===== src/rtl/clock_divider_bank.sv =====
// Clock-and-reset generator: a shared lock-qualified release sequencer feeding NUM_CH
// programmable clock dividers, each with a one-cycle enable strobe and a staggered reset.
module clock_divider_bank #(
  parameter int unsigned NUM_CH     = 2,
  parameter int unsigned DIV_W      = 8,
  parameter int unsigned RST_CYCLES = 32,
  parameter int unsigned STAGGER    = 4
) (
  input  logic                    clk,
  input  logic                    reset,
  input  logic                    locked,
  input  logic [NUM_CH*DIV_W-1:0] div,
  output logic [NUM_CH-1:0]       clk_div,
  output logic [NUM_CH-1:0]       clk_en,
  output logic [NUM_CH-1:0]       reset_out
);

  localparam int unsigned T_MAX = RST_CYCLES + (NUM_CH - 1) * STAGGER;
  localparam int unsigned SEQ_W = $clog2(T_MAX + 1);

  logic [SEQ_W-1:0] seq_q, seq_d;

  // Any cycle without lock restarts the whole release sequence; saturates at T_MAX.
  always_comb begin
    seq_d = seq_q;
    if (!locked) begin
      seq_d = '0;
    end else if (seq_q != SEQ_W'(T_MAX)) begin
      seq_d = seq_q + SEQ_W'(1);
    end
  end

  always_ff @(posedge clk) begin
    if (reset) begin
      seq_q <= '0;
    end else begin
      seq_q <= seq_d;
    end
  end

  for (genvar i = 0; i < NUM_CH; i++) begin : g_ch
    localparam int unsigned T_REL = RST_CYCLES + i * STAGGER;

    logic             rst_q;
    logic             rst_d;
    logic             held;
    logic [DIV_W-1:0] ph_q;
    logic [DIV_W-1:0] shadow_q;
    logic             div_q;
    logic             en_q;
    logic [DIV_W:0]   period;
    logic [DIV_W:0]   high_len;
    logic             wrap;

    assign rst_d = reset || (seq_d < SEQ_W'(T_REL));
    // Outputs stay quiet through the edge that drops reset_out, so the first period
    // starts cleanly on the following cycle; a new reset request clears them immediately.
    assign held  = rst_q || rst_d;

    always_comb begin
      period = {1'b0, shadow_q};
      if (shadow_q < DIV_W'(2)) begin
        period = (DIV_W + 1)'(2);
      end
      high_len = (period + (DIV_W + 1)'(1)) >> 1;
      wrap     = ({1'b0, ph_q} == period - (DIV_W + 1)'(1));
    end

    always_ff @(posedge clk) begin
      rst_q <= rst_d;
      if (held) begin
        ph_q     <= '0;
        shadow_q <= div[i*DIV_W +: DIV_W];
        div_q    <= 1'b0;
        en_q     <= 1'b0;
      end else begin
        div_q <= ({1'b0, ph_q} < high_len);
        en_q  <= (ph_q == '0);
        if (wrap) begin
          ph_q     <= '0;
          shadow_q <= div[i*DIV_W +: DIV_W];
        end else begin
          ph_q <= ph_q + DIV_W'(1);
        end
      end
    end

    assign reset_out[i] = rst_q;
    assign clk_div[i]   = div_q;
    assign clk_en[i]    = en_q;
  end

endmodule


===== config.mk =====
export PLATFORM = sky130hd
export DESIGN_NAME = clock_divider_bank
export DESIGN_NICKNAME = d
export VERILOG_FILES = /design/src/rtl/clock_divider_bank.sv
export SDC_FILE = /design/constraint.sdc
export NUM_CORES = 1
export LEC_CHECK = 0
export CAP_MARGIN = 30
export CORE_MARGIN = 10
export CORE_UTILIZATION = 27
export CTS_BUF_LIST = sky130_fd_sc_hd__clkbuf_4
export DETAILED_ROUTE_END_ITERATION = 8
export PLACE_DENSITY = 0.54
export RECOVER_POWER = 50
export SLEW_MARGIN = 20
export SYNTH_ARGS = -nofsm -noshare
export SYNTH_HDL_FRONTEND = slang
export SYNTH_SLANG_ARGS = --single-unit
export TNS_END_PERCENT = 50

===== constraint.sdc =====
create_clock -name clk -period 2.8 [get_ports clk]
set_input_delay 0.56 -clock clk [delete_from_list [all_inputs] [get_ports clk]]
set_output_delay 0.56 -clock clk [all_outputs]
set_load 0.02 [all_outputs]

[Yosys cells after proc, flatten, opt, wreduce, memory -nomap -nowiden]
Cells that the tools add are included.
Storage, ports and cells
  register bits: 44
  input port bits: 19
Operators by class
  $add $sub $neg: 7
  $lt $le $gt $ge: 6
  eq/ne operators: 3
  mux-type cells: 8
  reduce and logical (&&, ||, !) cells: 10
Operator list (count)
  2-to-1 mux 8 bit: 6
  adder 9 x 1 -> 9 bit, second input constant: 2
  == test 8 x 9 -> 1 bit: 2
  subtractor 9 x 1 -> 9 bit, second input constant: 2
  adder 8 x 1 -> 8 bit, second input constant: 2
  logical NOT 8 bit: 2
  < comparator 8 x 2 -> 1 bit, second input constant: 2
  < comparator 8 bit: 2
  < comparator 6 bit, second input constant: 2
  2-to-1 mux 6 bit: 2
  adder 6 x 1 -> 6 bit, second input constant: 1
  inequality test 6 bit, second input constant: 1
  logical OR 1 bit: 4
  nonzero test 2 bit: 2
  OR reduction 2 bit: 2

[Logic depth before layout (Yosys ltp)]
Gate-level depths: netlist of the first run.
  depth after elaboration: 7
  gate-level depth with buffers: 14

[Worst setup path before layout of the first run]
OpenSTA, ideal clock, no wires.
  path kind: reg-to-reg
  start: register g_ch[0].shadow_q[6]
  end: register g_ch[0].shadow_q[0] (enable)
  library setup time: 334 ps
  data arrival time: 2727 ps
  setup slack: -261 ps
  cell stages (with the launch flop): 10
  period minus slack after synthesis: 3061 ps
  path through: edfxtp_1 > clkbuf_1 > nor4_2 > a21oi_1 > ha_1 > xnor2_1 > a311o_1 > a311o_1 > nor4_4 > nand2b_1
On the way
  longest elaborated chain between the ends: 5
RTL lines
  from (decl): RTL line 48  | logic [DIV_W-1:0] shadow_q;
  from (signal assigned): RTL line 73  | shadow_q <= div[i*DIV_W +: DIV_W];
  from (signal assigned): RTL line 81  | shadow_q <= div[i*DIV_W +: DIV_W];
  < comparator 8 x 2 -> 1 bit: RTL line 62  | if (shadow_q < DIV_W'(2)) begin
  2-to-1 mux 8 bit *: RTL line 62
  subtractor 9 x 1 -> 9 bit *: RTL line 66  | wrap = ({1'b0, ph_q} == period - (DIV_W + 1)'(1));
  == test 8 x 9 -> 1 bit *: RTL line 66
  nonzero test 2 bit (no source line) *
Mark *: on every way between the ends. The rest lies on a longest branch, timed or not.
A chain may end at the register's enable or synchronous reset.

[Worst setup path after layout of the first run]
  start: register g_ch[1].shadow_q[5]
  end: register g_ch[1].div_q
On the way
  longest elaborated chain between the ends: 4
RTL lines
  from (decl): RTL line 48
  from (signal assigned): RTL line 73
  from (signal assigned): RTL line 81
  < comparator 8 x 2 -> 1 bit: RTL line 62
  2-to-1 mux 8 bit *: RTL line 62
  adder 9 x 1 -> 9 bit *: RTL line 65  | high_len = (period + (DIV_W + 1)'(1)) >> 1;
  < comparator 8 bit *: RTL line 77  | div_q <= ({1'b0, ph_q} < high_len);
  to (signal assigned): RTL line 77
  to (decl): RTL line 49  | logic div_q;
Marked as above.

==> results.json, run 1 <==
{
  "status": "finished, final reports clean",
  "seq_area_frac_synth": 0.3470,
  "leakagePower_uw": 0.001364,
  "fin_setup_tns_ps": 0,
  "synth_cell_types": 57,
  "antennaDiodeCount": 0,
  "setup_violations": 0,
  "pwr-share-seq": 0.601,
  "path_cells": "nor4_4 -> nand2_1 -> o21ai_2 -> inv_1 -> ha_1 -> xnor2_1 -> ha_1 -> a21o_1 -> a21o_1 -> a21o_1 -> a2111oi_1",
  "yosysWarnings": 0,
  "path_buf_inv": 1,
  "dieArea_um2": 15730,
  "critPathMostFrequentCell": "a21o_1",
  "drc": 0,
  "cp.depth": 11,
  "clkLatencyLatePin_ps": 350,
  "fin_hold_ws_ps": 526.8,
  "ys_seq_elements": 44,
  "grt_pass1_wl_mm": 10.57,
  "p_int_uw": 855.1,
  "critPathCapture": "g_ch[1].div_q$_SDFF_PP0_",
  "ff2ff_setup_slack_ps": 110,
  "hold_viol_final": 0,
  "cp-start-kind": "register",
  "relSlewSlack": 0.6477,
  "synthCells": 307,
  "dpl_worst_slack_ps": 106.3,
  "fin_nets": 379,
  "skew_ps": 8.591,
  "instances_no_fill": 477,
  "drt_iter0_drc": 73,
  "drive_gt1_frac": 0.1484,
  "cts_tree": "built",
  "combPwrFrac": 0.141,
  "slew_violations": 0,
  "critPathMaxFanout": 3,
  "io_pins": 25,
  "worst_slew_pin_slew_ps": 523.7,
  "max-clock-path-buffers": 2,
  "maxCapViolCount": 0,
  "grt_max_degree": 14,
  "required_ps": 3040,
  "drtAntennaViolNets": 0,
  "root_buffer": "clkbuf_4",
  "grt_pass1_vias": 2193,
  "grt-ovfl-total": 0,
  "die_w_um": 125.4,
  "rsz0062_at_grt": "true",
  "p_sw_uw": 296.4,
  "rows": 38,
  "finalPower_uw": 1152,
  "netlist_area_um2": 3000,
  "postCtsHoldBufs": 0,
  "dr_wl_met3_um": 225,
  "crit_type": "register to register",
  "ys.flop_type": "dfxtp_1",
  "clk_transition_reported_paths_ps": 130,
  "wl_met2_mm": 3.011,
  "firstDrtPassIters": 4,
  "dp.cells": 467,
  "arrival_ps": 2930,
  "hpwl_mm": 4.926,
  "cp-end-kind": "register",
  "fin_crit_sh": 0.9605,
  "grt_usage": 0.07913,
  "timing.rr.end": "g_ch[1].div_q$_SDFF_PP0_",
  "drt_wl_total_mm": 6.323,
  "critPathMaxStageDelay_ps": 460,
  "rr_startpoint": "g_ch[1].shadow_q[5]$_DFFE_PP_",
  "synth_enable_flop_cells": 16,
  "critPathLaunch": "g_ch[1].shadow_q[5]$_DFFE_PP_",
  "min_path_type": "register to register",
  "p_sw_frac": 0.2574,
  "ir_drop_mv": 0.1493,
  "power_density_nw_per_um2": 329.9,
  "p_clk_frac": 0.257,
  "final_cell_mix": "dfxtp_1 (28), xor2_1 (24), ha_1 (23), nand3_1 (21), nor3_1 (21)",
  "io_buffers": 24,
  "synthArstFlopShare": 0,
  "antenna_found_initial": 0,
  "r2r_cells": 11,
  "syn_area_per_cell_um2": 9.773,
  "ctsHtreeMaxLevel": 2,
  "numCtsBuffers": 5,
  "min_period_ps": 2689,
  "fmax_mhz": 371.8,
  "syn_nets": 350,
  "vias": 2274,
  "syn_to_final_growth_pct": 16.35,
  "dieHeight_um": 125.4,
  "design.core.area_um2": 10840,
  "critPathTopFamily": "compound AO/OA/AOI/OAI gates",
  "viasPerCell": 4.767,
  "wl_met1_mm": 3.044,
  "crit_slowest_cell": "edfxtp_1",
  "place_congestion": 0.7982,
  "start_util": 0.2768,
  "clock-sinks": 44,
  "layout_commonest_cell": "dfxtp_1",
  "finalWorstSetupSlack_ps": 110.7,
  "wl_per_cell_um": 13.26,
  "highest_layer": "met4"
}
==> cell type report <==
| type | count | area, um^2 |
|---|---|---|
| Clock inverter | 3 | 13.76 |
| Clock buffer | 5 | 37.54 |
| Multi-Input combinational cell | 226 | 1777 |
| Sequential cell | 44 | 1041 |
| Fill cell | 1139 | 7350 |
| Tap cell | 140 | 175.2 |
| Inverter | 15 | 56.30 |
| Timing Repair Buffer | 44 | 390.4 |
==> power by group through the flow <==
stage          Sequential, uW  Clock [uW]  Combinational, uW
3_5_place_dp              707           0                164
3_3_place_gp              706           0                162
2_1_floorplan             699           0                118
6_report                  693         296                163
4_1_cts                   693         315                166
5_1_grt                   696         354                180
==> worst min-delay path by stage <==
stage,from,end,slack [ps],cells past startpoint
after floorplan,seq_q[1]$_SDFFE_PP0N_,seq_q[1]$_SDFFE_PP0N_,490,2
after global placement,seq_q[1]$_SDFFE_PP0N_,seq_q[1]$_SDFFE_PP0N_,500,2
after detailed placement,seq_q[1]$_SDFFE_PP0N_,seq_q[1]$_SDFFE_PP0N_,510,2
after CTS,seq_q[1]$_SDFFE_PP0N_,seq_q[1]$_SDFFE_PP0N_,530,2
after global routing,seq_q[1]$_SDFFE_PP0N_,seq_q[1]$_SDFFE_PP0N_,560,2
final,seq_q[1]$_SDFFE_PP0N_,seq_q[1]$_SDFFE_PP0N_,530,2
==> tightest hold or removal path, cell delays in order, from the launching register on <==
cell and delay (ps):
dfxtp_1 360, nand3_1 80, a21oi_1 60
==> synth_stat cells (all sizes together), types with 2 or more instances <==
| library cell | n | area [um^2] |
|---|---|---|
| a21o | 9 | 68.82 |
| xnor2 | 18 | 157.7 |
| nor2 | 14 | 52.55 |
| nand3 | 21 | 105.1 |
| a31oi | 2 | 12.51 |
| and4 | 4 | 36.29 |
| or4 | 2 | 18.77 |
| a21oi | 6 | 30.03 |
| or2 | 4 | 25.03 |
| buf | 11 | 85.08 |
| or3 | 2 | 12.51 |
| nor4b | 2 | 17.52 |
| inv | 15 | 56.30 |
| dfxtp | 28 | 560.5 |
| edfxtp | 16 | 480.5 |
| nor3 | 21 | 105.1 |
| nor3b | 3 | 22.52 |
| and3 | 9 | 58.80 |
| nand2 | 14 | 52.55 |
| a211oi | 4 | 30.03 |
| ha | 24 | 300.3 |
| xor2 | 24 | 210.2 |
| nor4 | 7 | 95.09 |
| nor2b | 2 | 12.51 |
| nand2b | 6 | 37.54 |
| clkbuf | 10 | 77.57 |
| o21ai | 5 | 25.02 |
| o31ai | 3 | 22.52 |
| a311o | 4 | 41.29 |
==> layer usage <==
metal / track usage / up-vias
li1: - / 1163
met1: 0.09956 / 1065
met2: 0.1308 / 42
met3: 0.02155 / 4
met4: 0.01897 / 0
met5: 0 / -
==> flip-flops by register name (all words and copies together), names as in the netlist <==
name	count
g_ch.rst_q	2
g_ch.ph_q	16
g_ch.div_q	2
g_ch.en_q	2
g_ch.shadow_q	16
seq_q	6
==> metrics by stage <==
step	utilization	area, um^2
after CTS	0.3197	3466
after detailed placement	0.3150	3415
final	0.3220	3491
after global routing	0.3220	3491
after global placement	0.3150	3415
after floorplan	-	3044
==> what timing repair did <==
action | 4_1_cts | 5_1_grt
setup buffers | 0 | 2
endpoints found under the setup margin | 0 | 18
hold endpoints to repair | 0 | 0
resized for setup | 0 | 3
==> logic make-up after synthesis <==
logic type                 after synthesis  synth area share
AOI/OAI and AO/OA                       42            0.1063
xor gates and xnor gates                44            0.1384
adders and majority gates               24            0.1001
buffers and inverters                   37           0.07673
DFF                                     44            0.3470
and+or+nand+nor                        116            0.2314
Power figures use the tool's default switching activity.
==> inputs of run 2 (changes only) <==
--- a/config.mk
+++ b/config.mk
@@ -6,6 +6,7 @@
 export NUM_CORES = 1
 export LEC_CHECK = 0
 export CAP_MARGIN = 30
+export CORE_ASPECT_RATIO = 0.75
 export CORE_MARGIN = 10
 export CORE_UTILIZATION = 27
 export CTS_BUF_LIST = sky130_fd_sc_hd__clkbuf_4
==> run 2 against run 1 <==
Net effect: clock power is 9.5% higher; core utilization is 0.66 points higher; setup slack got worse by 60 ps; cell area up 2.6%; combinational power increased by 9%; worst hold slack improved by 2.2 ps; sequential cell count unchanged; routed wire length rose by 8.5%; register-to-register slack got worse by 60 ps; non-clock buffer count is 7 higher; global-route usage rose by 0.73 points.
==> results.json, run 2 (synthesis results as in run 1) <==
{
  "fmax_mhz": 363.7,
  "place_congestion": 0.8330,
  "placed_cell_area_um2": 3422,
  "required_ps": 3070,
  "grt-ovfl-total": 0,
  "antennaDiodeCount": 0,
  "clkLatencyLatePin_ps": 350,
  "numCtsBuffers": 5,
  "status": "finished, final reports clean",
  "worst_slew_pin_slew_ps": 503.1,
  "crit_type": "register to register",
  "ir_drop_mv": 0.1361,
  "clk_transition_reported_paths_ps": 140,
  "finalPower_uw": 1193,
  "io_buffers": 24,
  "postCtsHoldBufs": 0,
  "dieArea_um2": 15770,
  "fin_area_um2": 3582,
  "design.core.area_um2": 10900,
  "firstDrtPassIters": 4,
  "die_w_um": 141.7,
  "drtAntennaViolNets": 0,
  "antenna_found_initial": 0,
  "nFillCells": 1138,
  "start_util": 0.2753,
  "drc": 0,
  "hpwl_mm": 5.092,
  "ff2ff_setup_slack_ps": 50,
  "setup_violations": 0,
  "ctsHtreeMaxLevel": 2,
  "wl_per_cell_um": 14.18,
  "viasPerCell": 4.731,
  "arrival_ps": 3020,
  "grt_usage": 0.08642,
  "maxCapViolCount": 0,
  "syn_to_final_growth_pct": 19.39,
  "max-clock-path-buffers": 2,
  "min_period_ps": 2750,
  "dieHeight_um": 111.3,
  "leakagePower_uw": 0.001404,
  "skew_ps": 11.22,
  "power_density_nw_per_um2": 333.1,
  "fin_nets": 386,
  "layout_commonest_cell": "dfxtp_1",
  "fin_crit_sh": 0.9820,
  "grt_pass1_vias": 2182,
  "slew_violations": 0,
  "relSlewSlack": 0.6615,
  "min_path_type": "register to register",
  "cp-end-kind": "register",
  "drt_wl_total_mm": 6.862,
  "root_buffer": "clkbuf_4",
  "critPathMaxFanout": 3,
  "multi_input_area_um2": 1810,
  "drive_gt1_frac": 0.1860,
  "cts_tree": "built",
  "cp-start-kind": "register",
  "grt_max_degree": 15,
  "largestRegisters": "g_ch.ph_q (16), g_ch.shadow_q (16), seq_q (6)",
  "final_cell_mix": "dfxtp_1 (28), buf_4 (27), xor2_1 (24), nor3_1 (21), ha_1 (21)",
  "drt_iter0_drc": 117,
  "rsz0062_at_grt": "true",
  "vias": 2290,
  "io_pins": 25,
  "grt_pass1_wl_mm": 11.29,
  "clock-sinks": 44,
  "register_area_um2": 1041,
  "hold_viol_final": 0,
  "rows": 33
}
run 2: changes by cell type in the layout (fill, tap and decap cells not counted), sizes merged:
cell	delta
inv	+1
clkinv	-2
clkbuf	+1
buf	+7
run 2: per-layer routing:
| metal | wire length, um | up-vias | GRT usage |
|---|---|---|---|
| met1 | 3803 | 1081 | 0.1295 |
| met3 | 327 | 2 | 0.02954 |
| met5 | 0 | - | 0 |
| met2 | 2704 | 40 | 0.1157 |
| met4 | 26 | 0 | 0.01360 |
| li1 | - | 1167 | - |
run 2: path summary, 6_finish.rpt:
kind,start,endpoint,depth (start not counted)
max,g_ch[1].shadow_q[6]$_DFFE_PP_,g_ch[1].div_q$_SDFF_PP0_,13
min,seq_q[1]$_SDFFE_PP0N_,seq_q[1]$_SDFFE_PP0N_,2
max reg2reg,g_ch[1].shadow_q[6]$_DFFE_PP_,g_ch[1].div_q$_SDFF_PP0_,13
min reg2reg,seq_q[1]$_SDFFE_PP0N_,seq_q[1]$_SDFFE_PP0N_,2
run 2: critical path: stages (launching register included):
cell and delay [ps]:
edfxtp_1 460, nor4_4 380, nand2_1 120, o21ai_2 180
inv_1 90, ha_4 180, nand3_2 100, nor2_2 60
xnor2_1 120, ha_1 290, a21o_1 160, a21oi_1 140
nor2b_1 60, a2111oi_2 320
run 2: final cells by class:
class | count | share of cell area
repair buffers | 51 | 0.1236
inverters | 15 | 0.01572
clock buffers | 6 | 0.01257
clock inverters | 2 | 0.003144
flip-flops and latches | 44 | 0.2906
multi-input cells | 226 | 0.5054
well taps | 140 | 0.04890
run 2: repair_timing:
action | CTS | global route
pin swaps | 1 | 9
buffers inserted | 1 | 7
resized for setup | 0 | 10
setup endpoints to repair | 1 | 17
hold endpoints to repair | 0 | 0
run 2: power breakdown:
group	total [uW]	switching (uW)	leakage (uW)	internal (uW)
logic	177	84.3	0.000972	92.5
registers	692	16.3	0.000395	676
clock network	324	216	0.0000360	108
run 2: stage by stage:
step / setup slack [ps] / setup TNS (ps) / instances / utilization / hold WS (ps)
4_1_cts: 5.942 / 0 / 477 / 0.3198 / 530.5
6_report: 50.48 / 0 / 484 / 0.3286 / 529.0
5_1_grt: -45.98 / -461.0 / 484 / 0.3286 / 571.9
3_3_place_gp: 93.82 / 0 / 468 / 0.3139 / 507.1
3_5_place_dp: -11.27 / -11.27 / 468 / 0.3139 / 511.4
2_1_floorplan: -6.489 / -51.91 / 307 / - / 485.5
